$ cat src/rtl/vga_timing_pkg.sv
// Raster timing presets (640x480@60, 800x600@72) and total-count helpers
// shared by the VGA timing generator and its pixel tick divider.
package vga_timing_pkg;

   // 640x480@60 with a 25 MHz pixel from 50 MHz.
   localparam int VGA_DIV      = 2;
   localparam int VGA_H_ACTIVE = 640;
   localparam int VGA_H_FP     = 16;
   localparam int VGA_H_SYNC   = 96;
   localparam int VGA_H_BP     = 48;
   localparam int VGA_V_ACTIVE = 480;
   localparam int VGA_V_FP     = 10;
   localparam int VGA_V_SYNC   = 2;
   localparam int VGA_V_BP     = 33;
   localparam bit VGA_H_POL    = 1'b0;
   localparam bit VGA_V_POL    = 1'b0;
   localparam int VGA_CW       = 10;

   // 800x600@72 with a 50 MHz pixel.
   localparam int SVGA_DIV      = 1;
   localparam int SVGA_H_ACTIVE = 800;
   localparam int SVGA_H_FP     = 56;
   localparam int SVGA_H_SYNC   = 120;
   localparam int SVGA_H_BP     = 64;
   localparam int SVGA_V_ACTIVE = 600;
   localparam int SVGA_V_FP     = 37;
   localparam int SVGA_V_SYNC   = 6;
   localparam int SVGA_V_BP     = 23;
   localparam bit SVGA_H_POL    = 1'b1;
   localparam bit SVGA_V_POL    = 1'b1;
   localparam int SVGA_CW       = 11;

   function automatic int h_total(input int act, input int fp,
                                  input int sync, input int bp);
      return act + fp + sync + bp;
   endfunction

   function automatic int v_total(input int act, input int fp,
                                  input int sync, input int bp);
      return act + fp + sync + bp;
   endfunction

endpackage

$ cat src/rtl/pixel_tick_div.sv
// Pixel tick divider: p_tick is high for one clk every DIV enabled clks.
// Ports: clk_50M, rst (sync, active-high), en (freezes count), p_tick.
module pixel_tick_div
   import vga_timing_pkg::*;
#(
   parameter int DIV = VGA_DIV
) (
   input  logic clk_50M,
   input  logic rst,
   input  logic en,
   output logic p_tick
);

   // DIV=1 keeps a 1-bit counter pinned at 0, so p_tick reduces to en.
   localparam int DW = (DIV > 1) ? $clog2(DIV) : 1;
   localparam logic [DW-1:0] LAST = DW'(DIV - 1);

   logic [DW-1:0] div_cnt;
   logic          at_last;

   assign at_last = (div_cnt == LAST);
   assign p_tick  = en & at_last;

   always_ff @(posedge clk_50M) begin
      if (rst) begin
         div_cnt <= '0;
      end else if (en) begin
         div_cnt <= at_last ? '0 : div_cnt + 1'b1;
      end
   end

endmodule

$ cat src/rtl/vga_timing_gen.sv
// Raster timing generator: pixel coordinates, sync, blanking and strobes.
// Ports: clk_50M, rst, en in; p_tick, pixel_x/y, video_on, h/vsync, line/frame_start out.
module vga_timing_gen
   import vga_timing_pkg::*;
#(
   parameter int DIV      = VGA_DIV,
   parameter int H_ACTIVE = VGA_H_ACTIVE,
   parameter int H_FP     = VGA_H_FP,
   parameter int H_SYNC   = VGA_H_SYNC,
   parameter int H_BP     = VGA_H_BP,
   parameter int V_ACTIVE = VGA_V_ACTIVE,
   parameter int V_FP     = VGA_V_FP,
   parameter int V_SYNC   = VGA_V_SYNC,
   parameter int V_BP     = VGA_V_BP,
   parameter bit H_POL    = VGA_H_POL,
   parameter bit V_POL    = VGA_V_POL,
   parameter int CW       = VGA_CW
) (
   input  logic          clk_50M,
   input  logic          rst,
   input  logic          en,
   output logic          p_tick,
   output logic [CW-1:0] pixel_x,
   output logic [CW-1:0] pixel_y,
   output logic          video_on,
   output logic          hsync,
   output logic          vsync,
   output logic          line_start,
   output logic          frame_start
);

   localparam int H_TOTAL = h_total(H_ACTIVE, H_FP, H_SYNC, H_BP);
   localparam int V_TOTAL = v_total(V_ACTIVE, V_FP, V_SYNC, V_BP);

   localparam logic [CW-1:0] H_LAST = CW'(H_TOTAL - 1);
   localparam logic [CW-1:0] V_LAST = CW'(V_TOTAL - 1);
   localparam logic [CW-1:0] H_ACT  = CW'(H_ACTIVE);
   localparam logic [CW-1:0] V_ACT  = CW'(V_ACTIVE);
   localparam logic [CW-1:0] HS_BEG = CW'(H_ACTIVE + H_FP);
   localparam logic [CW-1:0] HS_END = CW'(H_ACTIVE + H_FP + H_SYNC - 1);
   localparam logic [CW-1:0] VS_BEG = CW'(V_ACTIVE + V_FP);
   localparam logic [CW-1:0] VS_END = CW'(V_ACTIVE + V_FP + V_SYNC - 1);

   logic [CW-1:0] h_cnt;
   logic [CW-1:0] v_cnt;
   logic [CW-1:0] h_nxt;
   logic [CW-1:0] v_nxt;
   logic          h_wrap;
   logic          v_wrap;

   pixel_tick_div #(
      .DIV (DIV)
   ) u_div (
      .clk_50M (clk_50M),
      .rst     (rst),
      .en      (en),
      .p_tick  (p_tick)
   );

   always_comb begin
      h_wrap = (h_cnt == H_LAST);
      v_wrap = (v_cnt == V_LAST);
      h_nxt  = h_wrap ? '0 : h_cnt + 1'b1;
      v_nxt  = v_cnt;
      if (h_wrap) begin
         v_nxt = v_wrap ? '0 : v_cnt + 1'b1;
      end
   end

   // Decode registers load from the next coordinates so they line up
   // with pixel_x/pixel_y on the same edge.
   always_ff @(posedge clk_50M) begin
      if (rst) begin
         h_cnt    <= '0;
         v_cnt    <= '0;
         video_on <= 1'b1;
         hsync    <= ~H_POL;
         vsync    <= ~V_POL;
      end else if (p_tick) begin
         h_cnt    <= h_nxt;
         v_cnt    <= v_nxt;
         video_on <= (h_nxt < H_ACT) && (v_nxt < V_ACT);
         hsync    <= (h_nxt >= HS_BEG && h_nxt <= HS_END) ? H_POL : ~H_POL;
         vsync    <= (v_nxt >= VS_BEG && v_nxt <= VS_END) ? V_POL : ~V_POL;
      end
   end

   assign pixel_x     = h_cnt;
   assign pixel_y     = v_cnt;
   assign line_start  = p_tick & (h_cnt == '0);
   assign frame_start = line_start & (v_cnt == '0);

endmodule
$ cat config.mk
export PLATFORM = sky130hd
export DESIGN_NAME = vga_timing_gen
export DESIGN_NICKNAME = d
export VERILOG_FILES = /design/src/rtl/vga_timing_pkg.sv /design/src/rtl/pixel_tick_div.sv /design/src/rtl/vga_timing_gen.sv
export SDC_FILE = /design/constraint.sdc
export NUM_CORES = 1
export LEC_CHECK = 0
export BUFFER_PORTS_ARGS = -buffer_cell sky130_fd_sc_hd__clkbuf_2
export CAP_MARGIN = 5
export CORE_MARGIN = 2
export CORE_UTILIZATION = 56
export CTS_BUF_LIST = sky130_fd_sc_hd__clkbuf_16
export CTS_CLUSTER_DIAMETER = 100
export DETAILED_ROUTE_END_ITERATION = 8
export PLACE_DENSITY = 0.84
export SETUP_SLACK_MARGIN = 0.2
export SLEW_MARGIN = 10
export SYNTH_ARGS = -nofsm -noshare
export SYNTH_HDL_FRONTEND = slang
export SYNTH_SLANG_ARGS = --single-unit
$ cat constraint.sdc
create_clock -name clk_50M -period 2.6 [get_ports clk_50M]
set_clock_uncertainty 0.2 [all_clocks]
set_input_delay 0.13 -clock clk_50M [delete_from_list [all_inputs] [get_ports clk_50M]]
set_output_delay 0.13 -clock clk_50M [all_outputs]
set_load 0.005 [all_outputs]
# Word level (Yosys, flattened, before mapping)
# Index checks and enable logic that the tools add are counted.
totals:
  reg_bits: 24
  in_bits: 3
  output_inout_bits: 26
  wordCells: 31
op_classes:
  n_addsub: 3
  magnitude_cmp: 6
  eq_ne: 2
  mux: 6
  bitwise: 3
  n_reduce_logical: 5
op_table:
  columns: ["operator", "count"]
  rows:
  - ["two-way mux 10 bit", 3]
  - ["adder 10 x 1 -> 10 bit, second input constant", 2]
  - ["== test 10 bit, second input constant", 2]
  - ["logical NOT 10 bit", 2]
  - ["greater-or-equal comparator 10 bit, second input constant", 1]
  - ["greater-or-equal comparator 10 x 9 -> 1 bit, second input constant", 1]
  - ["<= comparator 10 bit, second input constant", 1]
  - ["<= comparator 10 x 9 -> 1 bit, second input constant", 1]
  - ["less-than comparator 10 bit, second input constant", 1]
  - ["less-than comparator 10 x 9 -> 1 bit, second input constant", 1]
  - ["AND 1 bit", 3]
  - ["logical AND 1 bit", 3]
  - ["two-way mux 1 bit", 3]
  - ["adder 1 bit, second input constant", 1]

# Longest topological paths before layout
# Gate-level depths: netlist of the first run.
depth:
  ltp_word: 6
  mapped_depth: 9
  ltp_nobuf: 8

# By module
# A second synthesis of the first run with hierarchy kept.
unflattened:
  hier_cells: 209
  hier_area_um2: 1541.5
by_module_without_submodules:
  columns: ["module", "instances", "cells_each", "area_per_inst_um2", "seq_area_each_um2"]
  rows:
  - ["vga_timing_gen", 1, 205, 1501.4, 460.4]
  - ["pixel_tick_div", 1, 4, 40.0, 20.0]

# Worst setup path after synthesis of the first run
# Ideal clock, no wire load.
synth_path:
  path_kind: "reg-to-reg"
  start: "reg h_cnt[0] (netlist: pixel_x[0])"
  end: "reg vsync"
  setup_time_ns: 0.131
  arrival_ns: 2.061
  t_required_ns: 2.269
  setup_slack_ns: 0.208
  stages_incl_launch_ff: 8
  path_buffers: 0
  synth_period_minus_slack_ns: 2.392
  cell_sequence: "dfxtp_1 -> ha_1 -> nand4_1 -> nor3_4 -> nand3_2 -> or3_1 -> a221oi_2 -> a31oi_1"
synth_via:
  elab_chain_cells: 5
  word_cells_on_any_way: 6
  classes_between: "2 x order compare; 1 x eq/ne; 2 x mux; 1 x reduce/logical"
synth_lines:
  columns: ["item", "line", "rtl"]
  rows:
  - ["start, declared", "vga_timing_gen.sv:44", "logic [CW-1:0] h_cnt;"]
  - ["start signal, assigned", "vga_timing_gen.sv:80", "h_cnt <= h_nxt;"]
  - ["== test 10 bit *", "vga_timing_gen.sv:61", "h_wrap = (h_cnt == H_LAST);"]
  - ["two-way mux 10 bit *", "vga_timing_gen.sv:65", "if (h_wrap) begin"]
  - ["greater-or-equal comparator 10 x 9 -> 1 bit / <= comparator 10 x 9 -> 1 bit (equally long branches)", "vga_timing_gen.sv:84", "vsync <= (v_nxt >= VS_BEG && v_nxt <= VS_END) ? V_POL : ~V_POL;"]
  - ["logical AND 1 bit *", "vga_timing_gen.sv:84", null]
  - ["two-way mux 1 bit *", "vga_timing_gen.sv:84", null]
  - ["end signal, assigned", "vga_timing_gen.sv:78", "vsync <= ~V_POL;"]
  - ["end signal, assigned", "vga_timing_gen.sv:84", null]
  - ["end, declared", "vga_timing_gen.sv:27", "output logic vsync,"]
# Every way passes the cells marked *; elsewhere a longest branch is shown, timed or not.
# A chain may end at the register's enable or synchronous reset.

# Worst setup path after layout of the first run
layout_path:
  start: "reg h_cnt[9] (netlist: pixel_x[9])"
  end: "reg vsync"
# Same word-level chain as after synthesis.

==> flow_metrics.py, run 1 <==
metrics = {
    "layout": {
        "final_util_pct": 70.3,
        "nFillCells": 214,
        "antenna_cells": 0,
        "finalInstanceArea_sq_um": 1950,
        "fin_nets": 250,
        "area_growth_pct": 17.4,
        "drive_gt1_share_pct": 24.4,
        "fin_cells": 273,
    },
    "floorplan": {
        "num_rows": 19,
        "design.core.area_sq_um": 2780,
        "die_h_um": 58.5,
        "dieArea_sq_um": 3420,
        "start_util_pct": 59.8,
        "io_pins": 29,
        "die_x_um": 58.5,
    },
    "timing": {
        "hold_violations": 0,
        "hold_ws_ns": 0.231,
        "setup_violations": 0,
        "slew_headroom_pct": 61.7,
        "min_period_ns": 2.35,
        "worstMarginPinSlew_ns": 0.574,
        "setup_ws_ns": 0.249,
        "rsz0062_at_grt": "yes",
        "period_share_pct": 90.4,
        "fmax_mhz": 425,
        "finalSetupTns_ns": 0,
        "finalMaxSlewViolations": 0,
    },
    "placement": {
        "pre_cts_ws_ns": 0.0350,
        "hpwl_mm": 2.91,
        "dp_cells": 266,
        "gp_congestion": 0.959,
        "io_buffers": 28,
        "dpl-instance-area_sq_um": 1770,
    },
    "logic_synthesis": {
        "synth.largest_area_cell": "dfxtp_1",
        "synth_compound_area_share_pct": 19.4,
        "synth_fa_ha_area_share_pct": 3.01,
        "synth_edf_count": 0,
        "synthXorXnorAreaFrac_pct": 4.21,
        "yosysMostFrequentCell": "dfxtp_1",
        "yosys.area.top_type_share_pct": 28.9,
        "synth_common_cells": "dfxtp_1, nor2_1, a21oi_1",
        "synth_top_flop_cell": "dfxtp_1",
        "async_reset_ff_share_pct": 0,
        "synth_cell_types": 45,
        "synth_top_family_by_area": "simple AND/OR/NAND/NOR gates",
        "ys_ff_latch": 24,
        "synthMuxAreaShare_pct": 0.602,
        "syn_area_sq_um": 1660,
        "synth_cells": 218,
        "synthTopCellsByArea": "dfxtp_1, nor2_1, a21oi_1",
        "yosysSeqAreaShare_pct": 28.9,
        "syn_avg_cell_area_sq_um": 7.63,
        "synth-simple-area-share_pct": 33.1,
        "yosys_warnings": 0,
        "syn-num-nets": 225,
    },
    "status": {
        "status": "finished clean",
    },
    "grt": {
        "antenna_found_initial": 0,
        "grt_pass1_vias": 1525,
        "grt.total_usage_pct": 27.5,
        "grt_max_degree": 27,
        "grt_pass1_wl_mm": 7.31,
        "grt_overflow": 0,
    },
    "clock_network": {
        "cts_root_buffer": "clkbuf_16",
        "clk_pin_slew_ns": 0.07,
        "cts_buffer_depth": 2,
        "cts-buffers-inserted": 3,
        "insertion_delay_ns": 0.26,
        "clkSinkCount": 24,
        "htreeDepth": 1,
        "cts_tree": "built",
    },
    "critical_path": {
        "cp_slowest_cell": "or4b_4",
        "endpoint_kind": "register",
        "cp_max_fo": 9,
        "critPathKind": "reg -> reg",
        "slowest_delay_ns": 0.55,
        "crit_chain": "or4b_4, nor3_4, buf_4, nand4_1, xnor2_1, nor4_2, a31oi_1",
        "rr_worst_depth": 7,
        "worstPathArrival_ns": 2.29,
        "required_ns": 2.53,
        "crit_path_start_kind": "register",
    },
    "detailed_routing": {
        "drtIter0Drc": 107,
        "wirelength_mm": 4.46,
        "vias_per_cell": 6.47,
        "drtPass1Iterations": 4,
        "vias": 1765,
        "wl_per_cell_um": 16.3,
        "detail-route-antenna-nets": 0,
        "drc_errors": 0,
    },
    "pwr": {
        "leakage_nw": 0.725,
        "max-vdd-ir-drop_mv": 0.404,
        "power.total_mw": 0.900,
        "pwr_density_cell_nw_per_um2": 460,
    },
    "min_path": {
        "holdPathStages": 2,
        "hold_path.class": "in -> reg",
    },
    "run": {
        "maxCapViolCount": 0,
    },
}
## worst paths after layout
kind                end  slack, ns  startpoint
max               vsync       0.25  pixel_x[9]
min reg2reg    video_on       0.28    video_on
min          pixel_y[1]       0.23         rst
max reg2reg       vsync       0.25  pixel_x[9]
## final cells by class
class	count	area [sq um]	share of cell area (%)
Tap cell	31	38.8	1.98
Timing Repair Buffer	41	240	12.3
Sequential cell	24	482	24.6
Clock buffer	3	75.1	3.84
Multi-Input combinational cell	165	1060	54.2
Clock inverter	1	30.0	1.54
Inverter	8	30.0	1.54
## report_power, final
| group | leakage, nW | internal [mW] | total (mW) | switching (mW) |
|---|---|---|---|---|
| Sequential | 0.195 | 0.375 | 0.383 | 0.00835 |
| Clock | 0.0511 | 0.306 | 0.446 | 0.139 |
| Combinational | 0.479 | 0.0286 | 0.0708 | 0.0422 |
## worst max-delay path: cells and delay by family (launching register included)
family	cells	cell delay (ns)
AO/OA/AOI/OAI	1	0.12
XOR/XNOR	1	0.19
buffers and inverters	1	0.20
flip-flops	1	0.45
AND/OR/NAND/NOR	4	1.07
## cells in the final DEF, fill, tap and decap left out, types with 3 or more instances in the layout
cell type,Yosys,final
xor2_1,4,4
nand3_1,11,10
ha_1,4,3
a21oi_1,16,16
clkbuf_2,1,28
nand2_1,10,10
a211oi_1,3,3
nor2_1,22,22
nor3_1,14,13
dfxtp_1,24,23
inv_1,8,8
o211ai_1,4,4
and3_1,8,8
or3_1,5,5
buf_4,2,12
clkbuf_16,0,3
nor4_1,6,4
xnor2_1,4,4
nand4_1,10,10
o21ai_0,14,13
## kinds of logic (layout without fill, tap and decap cells)
group / Yosys count / after routing
buf+inv: 29 / 53
mux: 1 / 1
flops: 24 / 24
compound gates: 52 / 52
xor+xnor: 8 / 8
fa+ha+maj: 4 / 4
simple gates: 100 / 100
## state kept, by name (all words and copies together), names as in the netlist
register	count
u_div.at_last	1
hsync	1
video_on	1
vsync	1
pixel_y	10
pixel_x	10
## routing by layer
metal / global-route usage (%) / wire (um) / vias up
met4: 11.0 / 109 / 0
met1: 42.5 / 2020 / 813
met2: 38.2 / 2010 / 87
li1: - / - / 851
met5: 0 / 0 / -
met3: 3.52 / 323 / 14
## what timing repair did
action | CTS | global route
gates cloned | 0 | 0
resized for setup | 5 | 7
hold buffers | 1 | 0
setup endpoints to repair | 5 | 9
setup buffers | 2 | 0
hold endpoints to repair | 1 | 0
Note: power is estimated with default switching activity, not from simulation.
==> run 2, diff against run 1 <==
==> constraint.sdc (replaced) <==
create_clock -name clk_50M -period 2.6 [get_ports clk_50M]
set_clock_uncertainty 0.2 [all_clocks]
set_input_delay 0.52 -clock clk_50M [delete_from_list [all_inputs] [get_ports clk_50M]]
set_output_delay 0.52 -clock clk_50M [all_outputs]
set_load 0.005 [all_outputs]
==> run 2 against run 1 <==
  * Final area is 1.3% higher
  * Critical path depth is 1 lower
  * Combinational power is 0.6% higher
  * Sequential cell count stayed put
  * Clock power is 25% lower
  * Worst setup slack worse by 0.15 ns
  * Sequential share of layout area is 0.38 points higher
  * Power is 12% lower
  * Largest cell class unchanged
==> flow_metrics.py, run 2 (synthesis gave the netlist of run 1 again) <==
metrics = {
    "timing": {
        "setup_violations": 0,
        "slew_headroom_pct": 64.2,
        "period_share_pct": 96.2,
        "rsz0062_at_grt": "yes",
        "hold_violations": 0,
        "setup_ws_ns": 0.0981,
        "finalMaxSlewViolations": 0,
        "worstMarginPinSlew_ns": 0.538,
        "fmax_mhz": 400,
        "finalSetupTns_ns": 0,
        "min_period_ns": 2.50,
    },
    "critical_path": {
        "crit_end": "frame_start",
        "crit_start": "pixel_x[8]",
        "worstPathArrival_ns": 1.78,
        "timing.rr.end": "vsync",
        "critPathKind": "reg -> out",
        "cp_max_fo": 2,
        "r2r_slack_ns": 0.17,
        "endpoint_kind": "output pin",
        "timing.rr.start": "pixel_x[7]",
        "crit_path_start_kind": "register",
        "rr_worst_depth": 7,
        "required_ns": 1.88,
    },
    "floorplan": {
        "io_pins": 29,
        "die_x_um": 58.5,
        "die_h_um": 58.5,
        "start_util_pct": 59.8,
        "design.core.area_sq_um": 2780,
        "dieArea_sq_um": 3420,
        "num_rows": 19,
    },
    "grt": {
        "antenna_found_initial": 0,
        "grt_overflow": 0,
        "grt_pass1_wl_mm": 7.41,
        "grt.total_usage_pct": 27.7,
        "grt_max_degree": 27,
        "grt_pass1_vias": 1491,
    },
    "layout": {
        "layout_common_cells": "clkbuf_2, nor2_1, dfxtp_1, buf_4, a21oi_1",
        "fin_nets": 255,
        "layout_commonest_cell": "clkbuf_2",
        "area_growth_pct": 18.9,
        "drive_gt1_share_pct": 28.0,
        "antenna_cells": 0,
    },
    "clock_network": {
        "clk_pin_slew_ns": 0.06,
        "htreeDepth": 1,
        "cts_buffer_depth": 2,
        "insertion_delay_ns": 0.26,
        "clkSinkCount": 24,
        "cts_hold_buf": 0,
        "cts-buffers-inserted": 3,
        "cts_root_buffer": "clkbuf_16",
        "cts_tree": "built",
    },
    "placement": {
        "hpwl_mm": 2.97,
        "pre_cts_ws_ns": 0.0153,
        "io_buffers": 28,
        "gp_congestion": 0.936,
    },
    "status": {
        "status": "finished clean",
    },
    "detailed_routing": {
        "detail-route-antenna-nets": 0,
        "vias_per_cell": 6.32,
        "vias": 1752,
        "drtPass1Iterations": 7,
        "wl_per_cell_um": 16.3,
        "drtIter0Drc": 115,
        "wirelength_mm": 4.51,
        "drc_errors": 0,
    },
    "min_path": {
        "hold_path.class": "reg -> reg",
    },
    "run": {
        "maxCapViolCount": 0,
    },
    "pwr": {
        "max-vdd-ir-drop_mv": 0.337,
        "leakage_nw": 0.739,
        "pwr_density_cell_nw_per_um2": 399,
    },
}
[run 2: report_power, final]
| group | leakage, nW | total (mW) | internal (mW) | switching, mW |
|---|---|---|---|---|
| clock | 0.0370 | 0.335 | 0.204 | 0.131 |
| combinational | 0.504 | 0.0712 | 0.0321 | 0.0390 |
| sequential | 0.198 | 0.384 | 0.373 | 0.0111 |
[run 2: layer usage]
metal	global-route usage, %	vias to the layer above	wire length [um]	share of wire (%)
met4	9.63	0	24	0.53
met3	3.52	2	402	8.9
met1	41.5	806	2030	45
li1	-	855	-	-
met2	40.9	89	2060	46
met5	0	-	0	0
[run 2: stage by stage]
stage / std cells / util [%] / area [sq um] / power [mW] / hold slack [ns]
after global routing: 277 / 71.2 / 1980 / 0.811 / 0.329
after detailed placement: 270 / 64.6 / 1800 / 0.456 / 0.276
after global placement: 270 / 64.6 / 1800 / 0.454 / 0.272
after floorplan: 218 / - / 1660 / 0.433 / 0.264
after CTS: 275 / 69.2 / 1920 / 0.786 / 0.289
final: 277 / 71.2 / 1980 / 0.790 / 0.299
[run 2: what timing repair did]
item	in CTS	in global routing
gates cloned	0	0
resized for setup	10	11
buffers inserted	2	2
pin swaps	3	8
endpoints found under the setup margin	3	7
[run 2: worst min-delay path by stage]
stage,start,endpoint,slack [ns],cells after the start
floorplan,video_on,video_on,0.26,2
global placement,video_on,video_on,0.27,2
detailed placement,video_on,video_on,0.28,2
CTS,video_on,video_on,0.29,2
global route,video_on,video_on,0.33,2
finish,video_on,video_on,0.30,2
[run 2: layout make-up]
| cell class | instances | area [sq um] |
|---|---|---|
| sequential | 24 | 495 |
| fill | 244 | 802 |
| multi-input combinational | 165 | 1060 |
| tap | 31 | 38.8 |
| timing repair buffer | 46 | 282 |
| clock buffer | 3 | 75.1 |
| inverter | 8 | 30.0 |
[run 2: critical path, stage by stage, from the launching register on]
cell and delay (ns):
dfxtp_4 0.36, nor4_4 0.28, nand3_1 0.14, nor4b_2 0.31, buf_4 0.17, and4_1 0.16
clkbuf_2 0.11
==> run 3, diff against run 2 <==
==> constraint.sdc (replaced) <==
create_clock -name clk_50M -period 2.6 [get_ports clk_50M]
set_clock_uncertainty 0.2 [all_clocks]
set_input_delay 0.39 -clock clk_50M [delete_from_list [all_inputs] [get_ports clk_50M]]
set_output_delay 0.39 -clock clk_50M [all_outputs]
set_load 0.005 [all_outputs]
==> run 3 against run 2 <==
  * Register-to-register slack improved by 0.08 ns
  * Sequential cell count unchanged
  * Power increased by 0.80%
  * Combinational power about the same
  * Die area unchanged
  * Global-route usage decreased by 0.15 points
  * Worst setup slack improved by 0.13 ns
  * Clock power increased by 2%
  * Hold slack got worse by 0.11 ns
  * Critical path type unchanged
  * Critical endpoint unchanged
  * Largest power group unchanged
==> flow_metrics.py, run 3 (synthesis gave the netlist of run 1 again) <==
metrics = {
    "detailed_routing": {
        "vias": 1803,
        "drtPass1Iterations": 4,
        "wl_per_cell_um": 16.4,
        "detail-route-antenna-nets": 0,
        "drtIter0Drc": 136,
        "vias_per_cell": 6.49,
        "drc_errors": 0,
        "wirelength_mm": 4.56,
    },
    "layout": {
        "drive_gt1_share_pct": 26.7,
        "nFillCells": 217,
        "layout_commonest_cell": "clkbuf_2",
        "area_growth_pct": 19.4,
        "fin_nets": 255,
        "layout_common_cells": "clkbuf_2, nor2_1, dfxtp_1, a21oi_1, buf_4",
        "antenna_cells": 0,
    },
    "pwr": {
        "swShare_pct": 23.5,
        "pwr_density_cell_nw_per_um2": 401,
        "intPower_mw": 0.609,
        "p_clk_share_pct": 43.1,
        "power_frac_comb_pct": 9.0,
        "p_seq_share_pct": 48.0,
        "max-vdd-ir-drop_mv": 0.323,
        "leakage_nw": 0.753,
        "net-switching-power_mw": 0.187,
    },
    "timing": {
        "rsz0062_at_grt": "yes",
        "min_period_ns": 2.37,
        "finalMaxSlewViolations": 0,
        "period_share_pct": 91.0,
        "finalSetupTns_ns": 0,
        "slew_headroom_pct": 63.2,
        "fmax_mhz": 422,
        "worstMarginPinSlew_ns": 0.553,
        "hold_violations": 0,
        "hold_ws_ns": 0.191,
        "setup_violations": 0,
    },
    "grt": {
        "grt_max_degree": 27,
        "antenna_found_initial": 0,
        "use_met3_pct": 5.05,
        "grt.total_usage_pct": 27.6,
        "grt_pass1_wl_mm": 7.22,
        "busiest_layer": "met1",
        "grt_overflow": 0,
        "grt_use_met1_pct": 41.2,
        "grt_pass1_vias": 1482,
        "grtUsageMet2_pct": 38.8,
    },
    "critical_path": {
        "cp_max_fo": 6,
        "crit_chain": "nor4_4, nand3_1, nor4b_2, buf_4, and4_1, clkbuf_2",
        "slowest_delay_ns": 0.37,
        "endpoint_kind": "output pin",
        "required_ns": 2.01,
        "crit_path_start_kind": "register",
        "worstPathArrival_ns": 1.78,
        "critPathKind": "reg -> out",
        "cp_slowest_cell": "dfxtp_4",
    },
    "floorplan": {
        "dieArea_sq_um": 3420,
        "die_x_um": 58.5,
        "die_h_um": 58.5,
        "design.core.area_sq_um": 2780,
        "io_pins": 29,
        "start_util_pct": 59.8,
        "num_rows": 19,
    },
    "run": {
        "maxCapViolCount": 0,
    },
    "placement": {
        "io_buffers": 28,
        "gp_congestion": 0.914,
        "hpwl_mm": 2.79,
    },
    "clock_network": {
        "cts_buffer_depth": 2,
        "cts_hold_buf": 0,
        "cts_tree": "built",
        "cts-buffers-inserted": 3,
        "clk_pin_slew_ns": 0.06,
        "insertion_delay_ns": 0.26,
        "cts_root_buffer": "clkbuf_16",
        "clkSinkCount": 24,
        "htreeDepth": 1,
    },
    "min_path": {
        "hold_path.class": "in -> reg",
    },
    "status": {
        "status": "finished clean",
    },
}
==> run 3: power groups by stage <==
stage	clock network, mW	logic (mW)	registers (mW)
after floorplan	0	0.0402	0.392
after global placement	0	0.0655	0.390
after detailed placement	0	0.0662	0.391
after CTS	0.343	0.0687	0.382
after global routing	0.362	0.0798	0.383
final	0.343	0.0715	0.382
==> run 3: cell type report <==
cell class / instances / area (sq um) / share of cell area (%)
clock inverters: 1 / 3.75 / 0.189
clock buffers: 3 / 75.1 / 3.78
inverters: 8 / 30.0 / 1.51
repair buffers: 46 / 284 / 14.3
flip-flops and latches: 24 / 494 / 24.9
multi-input cells: 165 / 1060 / 53.4
well taps: 31 / 38.8 / 1.95
==> run 3: timing repair <==
action,4_1_cts,5_1_grt
endpoints found under the hold margin,0,0
gates resized for setup,6,14
pin swaps,1,7
setup buffers,0,7
setup endpoints to repair,5,9
==> run 3: per-layer routing <==
metal	up-vias	share of wire, %
met1	823	42
met2	105	45
met4	0	3.4
met5	-	0
met3	19	10
li1	856	-
==> run 3: worst max-delay path: cells and delay by family, from the launching register on <==
family / cells / cell delay, ns
flops: 1 / 0.37
simple gates: 4 / 0.87
buf+inv: 2 / 0.26
==> run 3: final timing paths <==
check | start | endpoint | slack, ns | cells past startpoint
max | pixel_x[8] | frame_start | 0.23 | 6
min | en | u_div.at_last | 0.19 | 3
min reg2reg | video_on | video_on | 0.30 | 2
max reg2reg | pixel_x[7] | vsync | 0.25 | 7
==> run 3: per-stage QoR <==
| step | cell area [sq um] | setup WS, ns | utilization [%] | total power [mW] | instances |
|---|---|---|---|---|---|
| 2_1_floorplan | 1660 | 0.208 | - | 0.433 | 218 |
| 3_3_place_gp | 1780 | 0.155 | 63.8 | 0.456 | 267 |
| 3_5_place_dp | 1780 | 0.104 | 63.8 | 0.457 | 267 |
| 4_1_cts | 1880 | 0.173 | 67.7 | 0.795 | 271 |
| 5_1_grt | 1990 | 0.146 | 71.4 | 0.824 | 278 |
| 6_report | 1990 | 0.233 | 71.4 | 0.796 | 278 |
